File: config.mk
export PLATFORM = sky130hd
export DESIGN_NAME = mxbus_ram_wait_flat
export DESIGN_NICKNAME = d
export VERILOG_FILES = /design/src/rtl/mxbus_ram_wait_if.sv /design/src/rtl/mxbus_ram_wait.sv /design/src/flat_wrapper.sv
export SDC_FILE = /design/constraint.sdc
export NUM_CORES = 2
export LEC_CHECK = 0
export BUFFER_PORTS_ARGS = -buffer_cell sky130_fd_sc_hd__buf_4
export CAP_MARGIN = 20
export CORE_MARGIN = 2
export CORE_UTILIZATION = 49
export DETAILED_ROUTE_END_ITERATION = 10
export SLEW_MARGIN = 20
export SYNTH_ARGS = -nofsm -noshare
export SYNTH_HDL_FRONTEND = slang
export SYNTH_SLANG_ARGS = --single-unit
File: constraint.sdc
create_clock -name clk -period 10.4 [get_ports clk]
set_clock_uncertainty 0.05 [all_clocks]
set_input_delay 1.04 -clock clk [delete_from_list [all_inputs] [get_ports clk]]
set_output_delay 1.04 -clock clk [all_outputs]
set_load 0.02 [all_outputs]
File: src/rtl/mxbus_ram_wait_if.sv
// MX Bus dual-channel RAM slave bundle: one write channel and one read channel
// sharing nothing but the clock domain.
interface mxbus_ram_wait_if #(
    parameter int unsigned ADDR_WIDTH = 8,
    parameter int unsigned DATA_WIDTH = 8
);
    localparam int unsigned STRB_WIDTH = DATA_WIDTH / 8;

    logic                  s0_wr_txn_start;
    logic [DATA_WIDTH-1:0] s0_wr_data;
    logic [STRB_WIDTH-1:0] s0_wr_strb;
    logic [ADDR_WIDTH-1:0] s0_wr_addr;
    logic                  s0_wr_ready;
    logic                  s0_wr_txn_ack;
    logic                  s0_wr_txn_cpl;

    logic                  s0_rd_txn_start;
    logic [ADDR_WIDTH-1:0] s0_rd_addr;
    logic                  s0_rd_ready;
    logic [DATA_WIDTH-1:0] s0_rd_data;
    logic                  s0_rd_txn_ack;
    logic                  s0_rd_txn_cpl;

    modport master (
        output s0_wr_txn_start, s0_wr_data, s0_wr_strb, s0_wr_addr,
        input  s0_wr_ready, s0_wr_txn_ack, s0_wr_txn_cpl,
        output s0_rd_txn_start, s0_rd_addr,
        input  s0_rd_ready, s0_rd_data, s0_rd_txn_ack, s0_rd_txn_cpl
    );

    modport slave (
        input  s0_wr_txn_start, s0_wr_data, s0_wr_strb, s0_wr_addr,
        output s0_wr_ready, s0_wr_txn_ack, s0_wr_txn_cpl,
        input  s0_rd_txn_start, s0_rd_addr,
        output s0_rd_ready, s0_rd_data, s0_rd_txn_ack, s0_rd_txn_cpl
    );
endinterface

File: src/rtl/mxbus_ram_wait.sv
// MX Bus RAM slave with independent read/write channels, programmable wait
// states, byte-lane strobes and a selectable same-address collision policy.
module mxbus_ram_wait #(
    parameter int unsigned ADDR_WIDTH     = 8,
    parameter int unsigned DATA_WIDTH     = 8,
    parameter int unsigned RD_LATENCY     = 1,
    parameter int unsigned WR_LATENCY     = 1,
    parameter int unsigned COLLISION_MODE = 0
) (
    input  logic             clk,
    input  logic             rst,
    mxbus_ram_wait_if.slave  s0
);
    localparam int unsigned DEPTH      = 2 ** ADDR_WIDTH;
    localparam int unsigned STRB_WIDTH = DATA_WIDTH / 8;
    localparam int unsigned CNT_WIDTH  = 4;

    localparam logic [1:0] ST_IDLE = 2'd0;
    localparam logic [1:0] ST_WAIT = 2'd1;
    localparam logic [1:0] ST_DONE = 2'd2;

    localparam logic [CNT_WIDTH-1:0] RD_CNT_INIT = CNT_WIDTH'(RD_LATENCY - 2);
    localparam logic [CNT_WIDTH-1:0] WR_CNT_INIT = CNT_WIDTH'(WR_LATENCY - 2);

    if (RD_LATENCY < 1 || RD_LATENCY > 16) begin : g_bad_rd_latency
        $error("mxbus_ram_wait: RD_LATENCY must be in 1..16");
    end
    if (WR_LATENCY < 1 || WR_LATENCY > 16) begin : g_bad_wr_latency
        $error("mxbus_ram_wait: WR_LATENCY must be in 1..16");
    end
    if (DATA_WIDTH == 0 || (DATA_WIDTH % 8) != 0) begin : g_bad_data_width
        $error("mxbus_ram_wait: DATA_WIDTH must be a non-zero multiple of 8");
    end

    logic [DATA_WIDTH-1:0] mem_q [DEPTH];

    logic [1:0]            rd_state_q, rd_state_d;
    logic [CNT_WIDTH-1:0]  rd_cnt_q, rd_cnt_d;
    logic [ADDR_WIDTH-1:0] rd_addr_q, rd_addr_d;
    logic                  rd_ready_q, rd_ready_d;
    logic                  rd_ack_q, rd_ack_d;
    logic                  rd_cpl_q, rd_cpl_d;
    logic [DATA_WIDTH-1:0] rd_data_q, rd_data_d;
    logic                  rd_sample_c;
    logic [ADDR_WIDTH-1:0] rd_sample_addr_c;
    logic [DATA_WIDTH-1:0] rd_word_c;

    logic [1:0]            wr_state_q, wr_state_d;
    logic [CNT_WIDTH-1:0]  wr_cnt_q, wr_cnt_d;
    logic [ADDR_WIDTH-1:0] wr_addr_q, wr_addr_d;
    logic [DATA_WIDTH-1:0] wr_data_q, wr_data_d;
    logic [STRB_WIDTH-1:0] wr_strb_q, wr_strb_d;
    logic                  wr_ready_q, wr_ready_d;
    logic                  wr_ack_q, wr_ack_d;
    logic                  wr_cpl_q, wr_cpl_d;
    logic                  wr_commit_c;
    logic [ADDR_WIDTH-1:0] wr_commit_addr_c;
    logic [DATA_WIDTH-1:0] wr_commit_data_c;
    logic [STRB_WIDTH-1:0] wr_commit_strb_c;

    // Read channel next state; with latency 1 the sample happens on the acceptance edge itself.
    always_comb begin
        rd_state_d       = rd_state_q;
        rd_cnt_d         = rd_cnt_q;
        rd_addr_d        = rd_addr_q;
        rd_ack_d         = 1'b0;
        rd_sample_c      = 1'b0;
        rd_sample_addr_c = rd_addr_q;
        case (rd_state_q)
            ST_IDLE: begin
                if (s0.s0_rd_txn_start) begin
                    rd_addr_d = s0.s0_rd_addr;
                    rd_ack_d  = 1'b1;
                    if (RD_LATENCY == 1) begin
                        rd_state_d       = ST_DONE;
                        rd_sample_c      = 1'b1;
                        rd_sample_addr_c = s0.s0_rd_addr;
                    end else begin
                        rd_state_d = ST_WAIT;
                        rd_cnt_d   = RD_CNT_INIT;
                    end
                end
            end
            ST_WAIT: begin
                if (rd_cnt_q == '0) begin
                    rd_state_d  = ST_DONE;
                    rd_sample_c = 1'b1;
                end else begin
                    rd_cnt_d = rd_cnt_q - CNT_WIDTH'(1);
                end
            end
            ST_DONE: rd_state_d = ST_IDLE;
            default: rd_state_d = ST_IDLE;
        endcase
        rd_ready_d = (rd_state_d == ST_IDLE);
        rd_cpl_d   = (rd_state_d == ST_DONE);
    end

    // Write channel next state; commit coincides with entry into DONE.
    always_comb begin
        wr_state_d       = wr_state_q;
        wr_cnt_d         = wr_cnt_q;
        wr_addr_d        = wr_addr_q;
        wr_data_d        = wr_data_q;
        wr_strb_d        = wr_strb_q;
        wr_ack_d         = 1'b0;
        wr_commit_c      = 1'b0;
        wr_commit_addr_c = wr_addr_q;
        wr_commit_data_c = wr_data_q;
        wr_commit_strb_c = wr_strb_q;
        case (wr_state_q)
            ST_IDLE: begin
                if (s0.s0_wr_txn_start) begin
                    wr_addr_d = s0.s0_wr_addr;
                    wr_data_d = s0.s0_wr_data;
                    wr_strb_d = s0.s0_wr_strb;
                    wr_ack_d  = 1'b1;
                    if (WR_LATENCY == 1) begin
                        wr_state_d       = ST_DONE;
                        wr_commit_c      = 1'b1;
                        wr_commit_addr_c = s0.s0_wr_addr;
                        wr_commit_data_c = s0.s0_wr_data;
                        wr_commit_strb_c = s0.s0_wr_strb;
                    end else begin
                        wr_state_d = ST_WAIT;
                        wr_cnt_d   = WR_CNT_INIT;
                    end
                end
            end
            ST_WAIT: begin
                if (wr_cnt_q == '0) begin
                    wr_state_d  = ST_DONE;
                    wr_commit_c = 1'b1;
                end else begin
                    wr_cnt_d = wr_cnt_q - CNT_WIDTH'(1);
                end
            end
            ST_DONE: wr_state_d = ST_IDLE;
            default: wr_state_d = ST_IDLE;
        endcase
        wr_ready_d = (wr_state_d == ST_IDLE);
        wr_cpl_d   = (wr_state_d == ST_DONE);
    end

    // Read word, optionally forwarding a same-edge write into the returned data.
    always_comb begin
        rd_word_c = mem_q[rd_sample_addr_c];
        if (COLLISION_MODE == 1 && wr_commit_c && (wr_commit_addr_c == rd_sample_addr_c)) begin
            for (int unsigned i = 0; i < STRB_WIDTH; i++) begin
                if (wr_commit_strb_c[i]) begin
                    rd_word_c[8*i +: 8] = wr_commit_data_c[8*i +: 8];
                end
            end
        end
        rd_data_d = rd_sample_c ? rd_word_c : rd_data_q;
    end

    always_ff @(posedge clk or posedge rst) begin
        if (rst) begin
            rd_state_q <= ST_IDLE;
            rd_cnt_q   <= '0;
            rd_addr_q  <= '0;
            rd_ready_q <= 1'b1;
            rd_ack_q   <= 1'b0;
            rd_cpl_q   <= 1'b0;
            rd_data_q  <= '0;
            wr_state_q <= ST_IDLE;
            wr_cnt_q   <= '0;
            wr_addr_q  <= '0;
            wr_data_q  <= '0;
            wr_strb_q  <= '0;
            wr_ready_q <= 1'b1;
            wr_ack_q   <= 1'b0;
            wr_cpl_q   <= 1'b0;
        end else begin
            rd_state_q <= rd_state_d;
            rd_cnt_q   <= rd_cnt_d;
            rd_addr_q  <= rd_addr_d;
            rd_ready_q <= rd_ready_d;
            rd_ack_q   <= rd_ack_d;
            rd_cpl_q   <= rd_cpl_d;
            rd_data_q  <= rd_data_d;
            wr_state_q <= wr_state_d;
            wr_cnt_q   <= wr_cnt_d;
            wr_addr_q  <= wr_addr_d;
            wr_data_q  <= wr_data_d;
            wr_strb_q  <= wr_strb_d;
            wr_ready_q <= wr_ready_d;
            wr_ack_q   <= wr_ack_d;
            wr_cpl_q   <= wr_cpl_d;
        end
    end

    // Storage is deliberately outside the reset domain so contents survive reset.
    always_ff @(posedge clk) begin
        if (wr_commit_c) begin
            for (int unsigned i = 0; i < STRB_WIDTH; i++) begin
                if (wr_commit_strb_c[i]) begin
                    mem_q[wr_commit_addr_c][8*i +: 8] <= wr_commit_data_c[8*i +: 8];
                end
            end
        end
    end

    assign s0.s0_rd_ready   = rd_ready_q;
    assign s0.s0_rd_txn_ack = rd_ack_q;
    assign s0.s0_rd_txn_cpl = rd_cpl_q;
    assign s0.s0_rd_data    = rd_data_q;
    assign s0.s0_wr_ready   = wr_ready_q;
    assign s0.s0_wr_txn_ack = wr_ack_q;
    assign s0.s0_wr_txn_cpl = wr_cpl_q;

endmodule
File: src/flat_wrapper.sv
// flat-port wrapper written by rule: the top's interface ports become plain ports
module mxbus_ram_wait_flat 
#(
    parameter int unsigned ADDR_WIDTH     = 8,
    parameter int unsigned DATA_WIDTH     = 8,
    parameter int unsigned RD_LATENCY     = 1,
    parameter int unsigned WR_LATENCY     = 1,
    parameter int unsigned COLLISION_MODE = 0
)
  (clk, rst, s0_s0_wr_txn_start, s0_s0_wr_data, s0_s0_wr_strb, s0_s0_wr_addr, s0_s0_wr_ready, s0_s0_wr_txn_ack, s0_s0_wr_txn_cpl, s0_s0_rd_txn_start, s0_s0_rd_addr, s0_s0_rd_ready, s0_s0_rd_data, s0_s0_rd_txn_ack, s0_s0_rd_txn_cpl);
  mxbus_ram_wait_if #(.ADDR_WIDTH(ADDR_WIDTH), .DATA_WIDTH(DATA_WIDTH)) s0_i ();
  input  logic clk;
  input  logic rst;
  input wire logic [$bits(s0_i.s0_wr_txn_start)-1:0] s0_s0_wr_txn_start;
  input wire logic [$bits(s0_i.s0_wr_data)-1:0] s0_s0_wr_data;
  input wire logic [$bits(s0_i.s0_wr_strb)-1:0] s0_s0_wr_strb;
  input wire logic [$bits(s0_i.s0_wr_addr)-1:0] s0_s0_wr_addr;
  output wire logic [$bits(s0_i.s0_wr_ready)-1:0] s0_s0_wr_ready;
  output wire logic [$bits(s0_i.s0_wr_txn_ack)-1:0] s0_s0_wr_txn_ack;
  output wire logic [$bits(s0_i.s0_wr_txn_cpl)-1:0] s0_s0_wr_txn_cpl;
  input wire logic [$bits(s0_i.s0_rd_txn_start)-1:0] s0_s0_rd_txn_start;
  input wire logic [$bits(s0_i.s0_rd_addr)-1:0] s0_s0_rd_addr;
  output wire logic [$bits(s0_i.s0_rd_ready)-1:0] s0_s0_rd_ready;
  output wire logic [$bits(s0_i.s0_rd_data)-1:0] s0_s0_rd_data;
  output wire logic [$bits(s0_i.s0_rd_txn_ack)-1:0] s0_s0_rd_txn_ack;
  output wire logic [$bits(s0_i.s0_rd_txn_cpl)-1:0] s0_s0_rd_txn_cpl;
  assign s0_i.s0_wr_txn_start = s0_s0_wr_txn_start;
  assign s0_i.s0_wr_data = s0_s0_wr_data;
  assign s0_i.s0_wr_strb = s0_s0_wr_strb;
  assign s0_i.s0_wr_addr = s0_s0_wr_addr;
  assign s0_s0_wr_ready = s0_i.s0_wr_ready;
  assign s0_s0_wr_txn_ack = s0_i.s0_wr_txn_ack;
  assign s0_s0_wr_txn_cpl = s0_i.s0_wr_txn_cpl;
  assign s0_i.s0_rd_txn_start = s0_s0_rd_txn_start;
  assign s0_i.s0_rd_addr = s0_s0_rd_addr;
  assign s0_s0_rd_ready = s0_i.s0_rd_ready;
  assign s0_s0_rd_data = s0_i.s0_rd_data;
  assign s0_s0_rd_txn_ack = s0_i.s0_rd_txn_ack;
  assign s0_s0_rd_txn_cpl = s0_i.s0_rd_txn_cpl;
  mxbus_ram_wait #(.ADDR_WIDTH(ADDR_WIDTH), .DATA_WIDTH(DATA_WIDTH), .RD_LATENCY(RD_LATENCY), .WR_LATENCY(WR_LATENCY), .COLLISION_MODE(COLLISION_MODE)) u_core (.clk(clk), .rst(rst), .s0(s0_i));
endmodule
After elaboration in Yosys (flattened, before gate mapping)
Memories as Yosys holds them, arrays and structs flattened. A register that Yosys moved wholly into a read port is not among the register bits.
Index checks and enable logic that the tools add are counted.
{"block": "classes", "n_addsub": 2, "mul": 0, "div": 0, "magnitude_cmp": 0, "n_eq_ne": 4, "shift": 0, "n_mux": 25, "n_bitwise": 2, "n_reduce_logical": 8}
{"operator": "$mux W8", "n": 6}
{"operator": "$mux W1", "n": 11}
{"operator": "$logic_not A2 Y1", "n": 4}
{"operator": "$logic_not A4 Y1", "n": 2}
{"operator": "$mux W2", "n": 4}
{"operator": "$pmux W2 S2", "n": 2}
{"operator": "$sub A4 B1 Y4 const B", "n": 2}
{"operator": "$eq A2 B1 Y1 const B", "n": 2}
{"operator": "$eq A2 B2 Y1 const B", "n": 2}
{"operator": "$pmux W1 S2", "n": 2}
{"operator": "$reduce_and A2 Y1", "n": 2}
{"operator": "$not A1 Y1", "n": 2}
{"block": "totals", "regBits": 43, "latchBits": 0, "mem_bits_rw": 2048, "mem_bits_ro": 0, "input_bits": 29, "output_inout_bits": 14, "word_cells": 56, "memories": 1}
{"memory": "u_core.mem_q", "depth": 256, "width": 8, "read_ports": 1, "rd_ports_with_merged_regs": 1, "write_ports": 1, "line": "mxbus_ram_wait.sv:35", "text": "logic [DATA_WIDTH-1:0] mem_q [DEPTH];"}

Logic depth before layout (Yosys ltp)
{"block": "depth", "depth_word": 5, "mapped_depth": 16, "ltp_nobuf": 11}

Least setup slack after synthesis
No wires, ideal clock.
{"block": "synth_path", "path_kind": "in2reg", "from": "input s0_s0_wr_txn_start", "to": "memory u_core.mem_q[0][0], data pin", "setup_ns": 0.557, "arrival_time_ns": 3.878, "path_slack_ns": 5.915, "cell_stages": 4, "n_path_buf": 2, "path_cell_list": "nor3b_1 -> buf_1 -> buf_1 -> mux2_2"}
{"block": "synth_between", "elab_chain_len": 2}
{"element": "start: declaration", "line": "flat_wrapper.sv:14", "text": "input wire logic [$bits(s0_i.s0_wr_txn_start)-1:0] s0_s0_wr_txn_start;"}
{"element": "$mux W8 (2 in a row)"}
{"element": "net u_core.wr_commit_data_c[0]", "line": "mxbus_ram_wait.sv:58", "text": "logic [DATA_WIDTH-1:0] wr_commit_data_c;"}
{"element": "end: declaration", "line": "mxbus_ram_wait.sv:35"}
The timed path passes the listed nets, and every way through them passes these cells.

Worst setup path after layout
{"block": "layout_path", "from": "register u_core.rd_state_q[1]", "to": "register u_core.rd_data_q[2] (netlist: u_core.s0.s0_rd_data[2]), read port of u_core.mem_q"}
{"block": "layout_between", "elab_chain_len": 2, "elab_cells_between_ends": 4, "cone_classes": "1 x eq/ne; 2 x mux; 1 x reduce/logical"}
{"element": "start: declaration", "line": "mxbus_ram_wait.sv:37", "text": "logic [1:0] rd_state_q, rd_state_d;"}
{"element": "start signal: assignment", "line": "mxbus_ram_wait.sv:176", "text": "rd_state_q <= rd_state_d;"}
{"element": "$eq A2 B1 Y1 or $logic_not A2 Y1 (tied branches)", "line": "mxbus_ram_wait.sv:69", "text": "case (rd_state_q)"}
{"element": "$pmux W1 S2 or $mux W8 (tied branches)", "line": "mxbus_ram_wait.sv:69"}
{"element": "end: declaration", "line": "mxbus_ram_wait.sv:43", "text": "logic [DATA_WIDTH-1:0] rd_data_q, rd_data_d;"}
Parallel ways exist; a longest one is shown, timed or not.
A chain may end at the register's enable or synchronous reset.

==> metrics.md <==
| Metric | Value |
|---|---|
| Core area | `167000 µm²` |
| Die area | `172000 µm²` |
| Vias in the first global route | `47100` |
| Initial standard-cell utilization of the core | `49.4%` |
| Setup repair bufs after CTS | `0` |
| Die extent in x | `415 µm` |
| Cell area after synthesis | `82600 µm²` |
| Net Sw Frac | `26.0%` |
| Clock transition at the register clock pins on the worst setup and hold paths after CTS | `0.06 ns` |
| Setup-violating endpoint count in the final report | `0` |
| Remaining number of nets flagged by the antenna check after routing | `0` |
| Number of vias after detailed routing | `50000` |
| Post-layout instance count excluding filler cells | `8209` |
| Routed Wire Length | `233000 µm` |
| Arr. time, crit path | `7.23 ns` |
| Fmax | `0.152 GHz` |
| Clock Power Share | `38.0%` |
| Sequential element share of the synthesized area | `76.0%` |
| Cell types occupying the most area after synthesis | `edfxtp_1 74%, nand2_1 7.1%, nand3_1 3.5%, mux4_2 2.7%, mux2i_1 1.7%` |
| Fraction of synthesis flops using an asynchronous set or reset pin | `2.43%` |
| Area share of the largest cell type after synthesis | `74.4%` |
| Clock Path Buffers | `3` |
| Clock sink count | `2099` |
| Synth Net Count | `5874` |
| Unique cell type count in the Yosys netlist | `61` |
| Number of detailed-route iterations in the first pass | `8` |
| Clock period minus final worst setup slack | `6.59 ns` |
| Number of antenna violations at the first check in global routing | `6` |
| Setup slack after layout | `3.81 ns` |
| Result of the run | `completed` |
| Combinational share of power | `12.1%` |
| HP Class | `input pin to flop` |
| Post-Synthesis Cells | `5843` |
| IO Port Bufs | `42` |
| Sw power | `0.00503 W` |
| Dpl hpwl | `137000 µm` |
| Slack of the worst reg-to-reg path | `3.81 ns` |
| Unrepaired setup endpoints after global routing | `false` |
| Placed Cells | `7821` |
| Net count reported at finish | `5858` |
| Final period util | `63.3%` |
| Final setup TNS | `0 ns` |
| Transition time of the tightest slew-check pin | `1.25 ns` |
| Most repeated library cell on the critical path | `nand3_1` |
| Top-level port count | `43` |
| Synth Flop Type | `edfxtp_1` |
| Count of hold-fix buffers inserted at cts | `0` |
| Count of buffer and inverter cells on the critical path | `3` |
| Cells on worst reg2reg path | `12` |
| Type of the worst setup path | `flop to flop` |
| Post_cts resized | `0` |
| DP Worst Slack | `3.45 ns` |
| Number of synthesized flops with an enable pin | `2048` |
| Number of H-tree branching levels | `4` |
| Leakage power figure | `30.1 nW` |
| Root buffer cell | `clkbuf_16` |
| Startpoint type of the worst setup path | `flop` |
| Total global routing overflow | `0` |
| Number of synthesized register bits | `2099` |
| FF/Latch Area | `62800 µm²` |
| Number of core rows | `150` |
| Peak ir drop on the vdd network | `0.179 mV` |
| Routed WL per cell | `28.4 µm` |
| Slowest-stage cell, CP | `a2111oi_1` |
| Required time reported for the critical path endpoint | `11.04 ns` |
| Critical path cell sequence | `or3b_1 -> a21oi_4 -> buf_12 -> inv_8 -> nor2_4 -> buf_4 -> nand3_1 -> nand4_1 -> nand3_1 -> a2111oi_1 -> a311o_1 -> a31oi_1` |
| CTS tree | `yes` |
| Share of layout cells above drive strength 1 | `9.58%` |
| Top Family by Delay on Critical Path | `compound AO/OA/AOI/OAI gates` |
| Global-route wire length before repair | `335000 µm` |
| Overall global routing resource usage | `26.8%` |
| Detailed-route DRC error count | `0` |
| Number of max-slew violations in the final report | `0` |
| Filler cell count | `13400` |
| Number of logic stages on the critical path including buffering | `12` |
| Critical path's largest stage delay | `1.06 ns` |
| Die extent in y | `415 µm` |
| Power per Cell Area | `210 nW/µm²` |
| Clk_lat worst skew | `0.84 ns` |
| Final hold slack | `0.337 ns` |
| Max-Cap Viols | `0` |
| Post-Route Utilization | `54.9%` |
| Maximum number of pins on one net before global-route repair | `176` |
| Internal power of the cells | `0.0143 W` |
| Area delta synth->final | `11.2%` |
| Critical Path Sink Type | `flop` |
| Number of buffers created by CTS | `208` |
| Number of stages on the worst hold path | `2` |
| Headroom to the max-slew limit | `16.3%` |
| Avg Cell Area, Syn | `14.1 µm²` |
| Yosys warns | `0` |
| Detailed-route vias per instance | `6.09` |
| Multi-input logic area | `18400 µm²` |
| Number of DRC markers in iteration 0 | `6655` |
| Final hold violations | `0` |
| Worst Path Max Fanout | `98` |
| Leading area contributor after synthesis | `edfxtp_1` |
| Sequential Power Share | `49.9%` |
| Routability Congestion | `0.873` |
-- worst paths after layout --
| path | from | endpoint |
|---|---|---|
| hold reg to reg | u_core.wr_strb_q$_DFF_PP0_ | u_core.wr_strb_q$_DFF_PP0_ |
| max in group asynchronous | rst | u_core.rd_cnt_q[3]$_DFFE_PP0P_ |
| min in group asynchronous | rst | u_core.wr_cnt_q[0]$_DFFE_PP0P_ |
| setup reg to reg | u_core.rd_state_q[1]$_DFF_PP0_ | u_core.s0.s0_rd_data[2]$_DFFE_PP0P_ |
| setup / recovery | u_core.rd_state_q[1]$_DFF_PP0_ | u_core.s0.s0_rd_data[2]$_DFFE_PP0P_ |
| hold / removal | s0_s0_wr_txn_start | u_core.s0.s0_wr_ready$_DFF_PP1_ |
-- flip-flops by register name, summed over array words and instances, names as in the netlist, 2 cells and up --
signal	cells
u_core.wr_data_q	8
u_core.rd_state_q	2
u_core.wr_cnt_q	4
u_core.s0.s0_rd_data	8
u_core.mem_q	2048
u_core.rd_cnt_q	4
u_core.rd_addr_q	8
u_core.wr_addr_q	8
u_core.wr_state_q	2
-- cell type report --
class                           count  share of cell area [%]
Antenna cell                        1                 0.00272
Clock buffer                      264                    6.07
Clock inverter                    123                    1.15
Inverter                           26                   0.132
Multi-Input combinational cell   3363                    20.1
Sequential cell                  2099                    68.3
Tap cell                         2204                    3.00
Timing Repair Buffer              129                    1.22
-- Yosys cell counts, types with 3 or more instances --
cell	number
a22o_1	9
buf_1	59
mux2_2	9
o22ai_1	8
nand2_1	1558
o21ai_0	19
dfrtp_1	49
and4_1	4
clkbuf_1	106
nor2b_1	3
xnor2_1	3
nor3_1	30
nor4_1	20
buf_2	176
mux2i_1	137
nor2_1	304
a211oi_1	19
o21ai_1	3
edfxtp_1	2048
nand4_1	79
inv_1	20
o2111ai_1	18
and3_1	53
buf_4	11
a22oi_1	27
a311oi_1	25
o221ai_1	3
buf_6	3
mux4_2	100
a31oi_1	150
nand3_1	581
a2111oi_0	24
nor3b_1	3
or3_1	3
inv_2	6
a21oi_1	104
a32oi_1	36
-- stage by stage --
step	power, W	area, µm²
6_report	0.0193	91900
3_5_place_dp	0.0121	85200
5_1_grt	0.0198	91800
2_1_floorplan	0.0111	82600
4_1_cts	0.0194	91800
3_3_place_gp	0.0121	85200
-- power groups by stage --
stage          registers [W]  clock network [W]  logic, W
6_report             0.00964            0.00735   0.00234
5_1_grt              0.00964            0.00773   0.00248
4_1_cts              0.00964            0.00742   0.00233
3_5_place_dp         0.00982                  0   0.00232
3_3_place_gp         0.00982                  0   0.00230
2_1_floorplan        0.00984                  0   0.00131
-- placed cells by master (no fill, tap or decap), types with 12 or more instances in the layout --
cell type / count
a32oi_1: 36
a2111oi_0: 17
dfrtp_1: 49
a22oi_1: 27
clkinv_1: 51
bufinv_16: 15
a311oi_1: 25
and3_1: 53
nand3_1: 569
mux4_2: 100
buf_12: 12
clkbuf_16: 214
nor3_1: 30
o21ai_0: 19
a21oi_1: 104
edfxtp_1: 2048
nand2_1: 1558
nor4_1: 13
clkinv_2: 42
clkbuf_1: 47
o2111ai_1: 18
a211oi_1: 18
mux2i_1: 133
nor2_1: 297
inv_1: 19
nand3_2: 12
nand4_1: 79
a31oi_1: 150
buf_4: 117
-- worst reg2reg max path, cell delays in order (launching register included) --
cell	delay [ns]
dfrtp_1	0.47
or3b_1	0.75
a21oi_4	0.67
buf_12	0.49
inv_8	0.48
nor2_4	1.05
buf_4	0.57
nand3_1	0.18
nand4_1	0.16
nand3_1	0.12
a2111oi_1	1.06
a311o_1	0.37
a31oi_1	0.05
-- cell families after synthesis --
kind of cell	synth area share, %
compound gates	3.77
xor+xnor	0.0424
fa+ha+maj	0.0303
buf+inv	2.08
flops	76.0
mux	4.53
simple gates	13.6
-- layer usage --
layer  wire length [µm]  GRT usage (%)
met5                 23              0
met2             108000           41.1
met3              21800           5.27
met1              95600           38.5
met4               7990           9.20
Power figures use the tool's default switching activity.
